===== config.mk =====
export PLATFORM = sky130hd
export DESIGN_NAME = btn_pulse_shaper
export DESIGN_NICKNAME = d
export VERILOG_FILES = /design/src/rtl/btn_pulse_shaper.sv
export SDC_FILE = /design/constraint.sdc
export NUM_CORES = 1
export LEC_CHECK = 0
export CAP_MARGIN = 5
export CORE_MARGIN = 2
export CORE_UTILIZATION = 45
export DETAILED_ROUTE_END_ITERATION = 16
export DONT_BUFFER_PORTS = 1
export HOLD_SLACK_MARGIN = 0.05
export PLACE_DENSITY = 0.66
export SLEW_MARGIN = 25
export SYNTH_ARGS = -nofsm -noshare
export SYNTH_HDL_FRONTEND = slang
export SYNTH_SLANG_ARGS = --single-unit
export TNS_END_PERCENT = 20

===== constraint.sdc =====
create_clock -name CLK -period 1.9 [get_ports CLK]
set_input_delay 0.285 -clock CLK [delete_from_list [all_inputs] [get_ports CLK]]
set_output_delay 0.285 -clock CLK [all_outputs]
set_load 0.02 [all_outputs]

===== src/rtl/btn_pulse_shaper.sv =====
// Debounced active-low pushbutton front end: two-flop synchronizer, press/release
// debounce FSM, one CLK-wide pulse per accepted press plus a debounced held level.
module btn_pulse_shaper #(
  parameter int DB_CYCLES = 4,
  parameter int CNT_W     = 8
) (
  input  logic       CLK,
  input  logic       RST,
  input  logic       btn_n,
  output logic       pulse_out,
  output logic       held,
  output logic [2:0] state_dbg
);

  typedef enum logic [2:0] {
    S_IDLE     = 3'd0,
    S_DB_PRESS = 3'd1,
    S_PULSE    = 3'd2,
    S_HELD     = 3'd3,
    S_DB_REL   = 3'd4
  } state_e;

  localparam logic [CNT_W-1:0] CNT_LAST = CNT_W'(DB_CYCLES - 1);
  localparam logic [CNT_W-1:0] CNT_ONE  = CNT_W'(1);

  state_e           state_q, state_d;
  logic [CNT_W-1:0] cnt_q, cnt_d;
  logic             sync1_q, sync2_q;
  logic             pulse_q, pulse_d;
  logic             held_q, held_d;

  // Next-state and debounce counter; codes 5..7 fall through to idle.
  always_comb begin
    state_d = state_q;
    cnt_d   = cnt_q;
    case (state_q)
      S_IDLE: begin
        if (!sync2_q) begin
          state_d = S_DB_PRESS;
          cnt_d   = '0;
        end else begin
          state_d = S_IDLE;
          cnt_d   = cnt_q;
        end
      end
      S_DB_PRESS: begin
        if (sync2_q) begin
          state_d = S_IDLE;
          cnt_d   = '0;
        end else if (cnt_q == CNT_LAST) begin
          state_d = S_PULSE;
          cnt_d   = '0;
        end else begin
          state_d = S_DB_PRESS;
          cnt_d   = cnt_q + CNT_ONE;
        end
      end
      S_PULSE: begin
        state_d = S_HELD;
        cnt_d   = cnt_q;
      end
      S_HELD: begin
        if (sync2_q) begin
          state_d = S_DB_REL;
          cnt_d   = '0;
        end else begin
          state_d = S_HELD;
          cnt_d   = cnt_q;
        end
      end
      S_DB_REL: begin
        if (!sync2_q) begin
          state_d = S_HELD;
          cnt_d   = '0;
        end else if (cnt_q == CNT_LAST) begin
          state_d = S_IDLE;
          cnt_d   = '0;
        end else begin
          state_d = S_DB_REL;
          cnt_d   = cnt_q + CNT_ONE;
        end
      end
      default: begin
        state_d = S_IDLE;
        cnt_d   = '0;
      end
    endcase
  end

  // Outputs are decoded from the next state so the registered copies track state_q.
  always_comb begin
    pulse_d = (state_d == S_PULSE);
    held_d  = (state_d == S_PULSE) || (state_d == S_HELD) || (state_d == S_DB_REL);
  end

  // Synchronizer, FSM state, counter and output registers.
  always_ff @(posedge CLK) begin
    if (!RST) begin
      sync1_q <= 1'b1;
      sync2_q <= 1'b1;
      state_q <= S_IDLE;
      cnt_q   <= '0;
      pulse_q <= 1'b0;
      held_q  <= 1'b0;
    end else begin
      sync1_q <= btn_n;
      sync2_q <= sync1_q;
      state_q <= state_d;
      cnt_q   <= cnt_d;
      pulse_q <= pulse_d;
      held_q  <= held_d;
    end
  end

  assign pulse_out = pulse_q;
  assign held      = held_q;
  assign state_dbg = state_q;

endmodule

# After elaboration in Yosys (flattened, before gate mapping)
# Index checks and enable logic that the tools add are counted.
# W data, S select, Z words.
# word_totals
reg_bits,15
in_bits,3
output_inout_bits,5
word_cells,35
# op_classes
n_addsub,1
n_eq_ne,10
mux,13
bitwise,1
n_reduce_logical,4
# op_table
cell,count
$mux W8,5
$pmux W8 S5,1
$pmux W3 S5,1
$eq A3 B2 Y1 const B,4
$mux W3,3
$add A8 B1 Y8 const B,1
$eq A8 B2 Y1 const B,1
$eq A3 B3 Y1 const B,2
$mux W2,2
$ne A2 B2 Y1 const B,2
$eq A3 B1 Y1 const B,1
$logic_not A3 Y1,1
$reduce_and A3 Y1,1
$logic_or A1 B1 Y1,2
$mux W1,1
$not A1 Y1,1

# Longest topological paths before layout
# depth
depth_word,7
mapped_depth,5
ltp_nobuf,5

# Worst setup path after synthesis
# OpenSTA, ideal clock, no wires.
# synth_timing
kind,reg-to-reg
from,"register state_q[0], in the netlist state_dbg[0]"
to,register cnt_q[7]
setup_time_ns,0.079
arrival_time_ns,1.523
required_ns,1.821
slack_ns,0.298
stages_incl_launch_ff,5
path_buffers,0
path_cell_list,dfxtp_1 -> and2_4 -> nor3_4 -> or4_4 -> a211oi_2
# synth_via
elab_chain_cells,3
# synth_rtl
element,line_no,text
from (decl),26,"state_e state_q, state_d;"
from (signal assigned),108,state_q <= state_d;
$eq A3 B2 Y1 / $logic_not A3 Y1 (equally long branches),36,case (state_q)
$ne A2 B2 Y1 (no line) / $not A1 Y1 (equally long branches),--,
$reduce_and A3 Y1 (no line),--,
to (signal assigned),109,cnt_q <= cnt_d;
to (decl),27,"logic [CNT_W-1:0] cnt_q, cnt_d;"
# Parallel ways exist; a longest one is shown, timed or not.
# A chain may end at the register's enable or synchronous reset.

# Worst setup path after layout
# layout_timing
from,register cnt_q[1]
to,"register state_q[0], in the netlist state_dbg[0]"
# layout_via
elab_chain_cells,4
# layout_rtl
element,line_no,text
$eq A8 B2 Y1,50,end else if (cnt_q == CNT_LAST) begin
$mux W2,50,
$mux W2,47,if (sync2_q) begin
$pmux W3 S5,36,
# No other way between the ends.

==> impl_metrics.py <==
metrics = {
    "global_route": {
        "grt-ovfl-total": 0,
        "grt_pass1_vias": 594,
        "grt_first_pass_wirelength_um": 2500,
        "grt_use_total": 0.167,
        "grt_antenna_before_repair": 0,
        "grt_max_degree": 11,
    },
    "finish": {
        "nNetsFinal": 95,
        "layout-drive-gt1-share": 0.200,
        "num_antenna_cells": 0,
        "syn2layout_area_growth_pct": 9.37,
    },
    "synthesis": {
        "synth_seq_cells": 15,
        "synth_edf_count": 0,
        "syn_nets": 87,
        "yosysWarnings": 0,
        "ys_types": 39,
        "synth-seq-area-share": 0.381,
        "synth_cells": 83,
        "synthArstFlopShare": 0,
        "synth_area_per_cell_um2": 9.50,
        "synth_ff_type": "dfxtp_1",
        "netlist_area_um2": 788,
    },
    "sta": {
        "period_needed_ps": 1690,
        "slew_viol_final": 0,
        "skew_ps": 13.6,
        "setup_viol": 0,
        "rsz0062_at_grt": "false",
        "maxSlewHeadroom": 0.702,
        "finalHoldViolations": 0,
        "tightest_slew_ps": 444,
        "fin_crit_sh": 0.889,
        "fmax_mhz": 592,
        "fin_ws_ps": 211,
        "setup_tns_ps": 0,
    },
    "routing": {
        "vias": 652,
        "antenna_left": 0,
        "post_drt_wl_per_cell_um": 14.2,
        "routed_wl_um": 1520,
        "drt-pass1-iter-count": 5,
        "first_iter_violations": 10,
        "drc": 0,
        "via_per_inst": 6.09,
    },
    "clock_network": {
        "cts_buffers": 3,
        "clk_path_buf_depth": 2,
        "cts_num_sinks": 15,
        "htreeDepth": 1,
        "cts_resized": 0,
        "path_clk_slew_ps": 100,
        "cts_setup_buffers": 0,
        "cts_tree": "built",
        "cts-hold-fix-buffers": 0,
        "worstSkewPairLatency_ps": 280,
        "cts-root-buf": "clkbuf_4",
    },
    "die": {
        "rows": 15,
        "die_area_mm2": 0.00210,
        "die_h_um": 45.9,
        "core_area_mm2": 0.00169,
        "io_pins": 8,
        "dieWidth_um": 45.9,
        "start_util": 0.467,
    },
    "power_and_ir_drop": {
        "peakVddDrop_mv": 0.381,
        "power_density_mw_per_mm2": 637,
        "p_leak_nw": 0.336,
        "finalPower_uw": 549,
    },
    "placement": {
        "port_buffers": 0,
        "hpwl_um": 1140,
        "dp_slack_ps": 224,
        "globalplace.congestion": 0.792,
    },
    "setup_path": {
        "max_stage_delay_ps": 360,
        "start_kind": "register",
        "critPathSlowestCell": "dfxtp_1",
        "path_class": "reg2reg",
        "worst_ep_arrival_time_ps": 1870,
        "crit_fanout": 4,
        "crit_chain": "ha_1, nor4b_2, nand2_1, o21a_1, o31a_1",
        "worst_setup_path_end_kind": "register",
        "crit_family": "simple AND/OR/NAND/NOR gates",
        "critPathBufInv": 0,
        "required_ps": 2080,
    },
    "run_status": {
        "status": "completed",
    },
    "hold_path": {
        "holdCritPathClass": "in2reg",
    },
    "run": {
        "max_cap_viol_count": 0,
    },
}
## metal layers
layer  GRT usage  vias to the layer above  wire, µm
met2       0.253                       10       674
met3      0.0595                        2        63
met1       0.221                      312       762
met4      0.0514                        0        14
li1            -                      328         -
met5           0                        -         0
## layout by cell type, fill, tap and decap left out, types with 2 or more instances in the layout
cell,instances
nor2b_1,3
nor3_1,8
nor2_1,5
xor2_1,4
o31a_1,3
nand2b_1,2
o31ai_1,4
dfxtp_1,15
buf_4,6
a21oi_1,3
nand4_1,2
a211oi_2,2
clkbuf_4,3
nand2_1,5
## worst register-to-register path, stage by stage (launching register included)
cell     delay, ps
dfxtp_1        360
ha_1           200
nor4b_2        340
nand2_1        200
o21a_1         220
o31a_1         270
## flip-flops by register name, summed over array words and instances (netlist names)
register / count
cnt_q: 8
held: 1
pulse_out: 1
state_dbg: 3
sync1_q: 1
sync2_q: 1
## synthesized netlist by cell type, drive strengths merged, types with 2 or more instances
cell	count	area, µm²
o31a	3	26.3
dfxtp	15	300
xor2	4	35.0
o31ai	4	30.0
a211oi	3	32.5
nand4	2	12.5
and2	2	15.0
nor2b	3	18.8
nor2	6	30.0
nand2	5	18.8
nor3	9	56.3
a21oi	4	23.8
buf	2	16.3
nand2b	2	12.5
## power by group
part / internal, mW / switching (mW)
Sequential: 0.320 / 0.00469
Combinational: 0.0176 / 0.0252
Clock: 0.0780 / 0.104
Total: 0.415 / 0.134
## final timing paths
| check | from | to | slack [ps] | depth (start not counted) |
|---|---|---|---|---|
| hold / removal | RST | sync2_q$_SDFF_PN1_ | 70 | 1 |
| hold reg to reg | sync1_q$_SDFF_PN1_ | sync2_q$_SDFF_PN1_ | 430 | 1 |
| setup reg to reg | cnt_q[1]$_SDFFE_PN0P_ | state_dbg[0]$_SDFF_PN0_ | 210 | 5 |
| setup / recovery | cnt_q[1]$_SDFFE_PN0P_ | state_dbg[0]$_SDFF_PN0_ | 210 | 5 |
## layout make-up
class	instances	area [µm²]
Inverter	1	3.75
Timing Repair Buffer	6	45.0
Sequential cell	15	300
Clock buffer	3	22.5
Tap cell	17	21.3
Fill cell	167	827
Multi-Input combinational cell	64	464
Clock inverter	1	5.00
## per-stage QoR
stage	cells	area (µm²)	hold slack [ps]	util
final	107	862	65.2	0.510
after global routing	107	862	51.2	0.510
after CTS	107	862	59.8	0.510
after detailed placement	103	835	363	0.494
after global placement	103	835	361	0.494
after floorplan	83	788	358	-
## cell families after synthesis
family / share of synthesized area
buffers and inverters: 0.0301
muxes: 0.0127
xor gates and xnor gates: 0.0444
DFF: 0.381
and+or+nand+nor: 0.327
adders and majority gates: 0.0159
AOI/OAI and AO/OA: 0.189
Note: power is estimated with default switching activity, not from simulation.
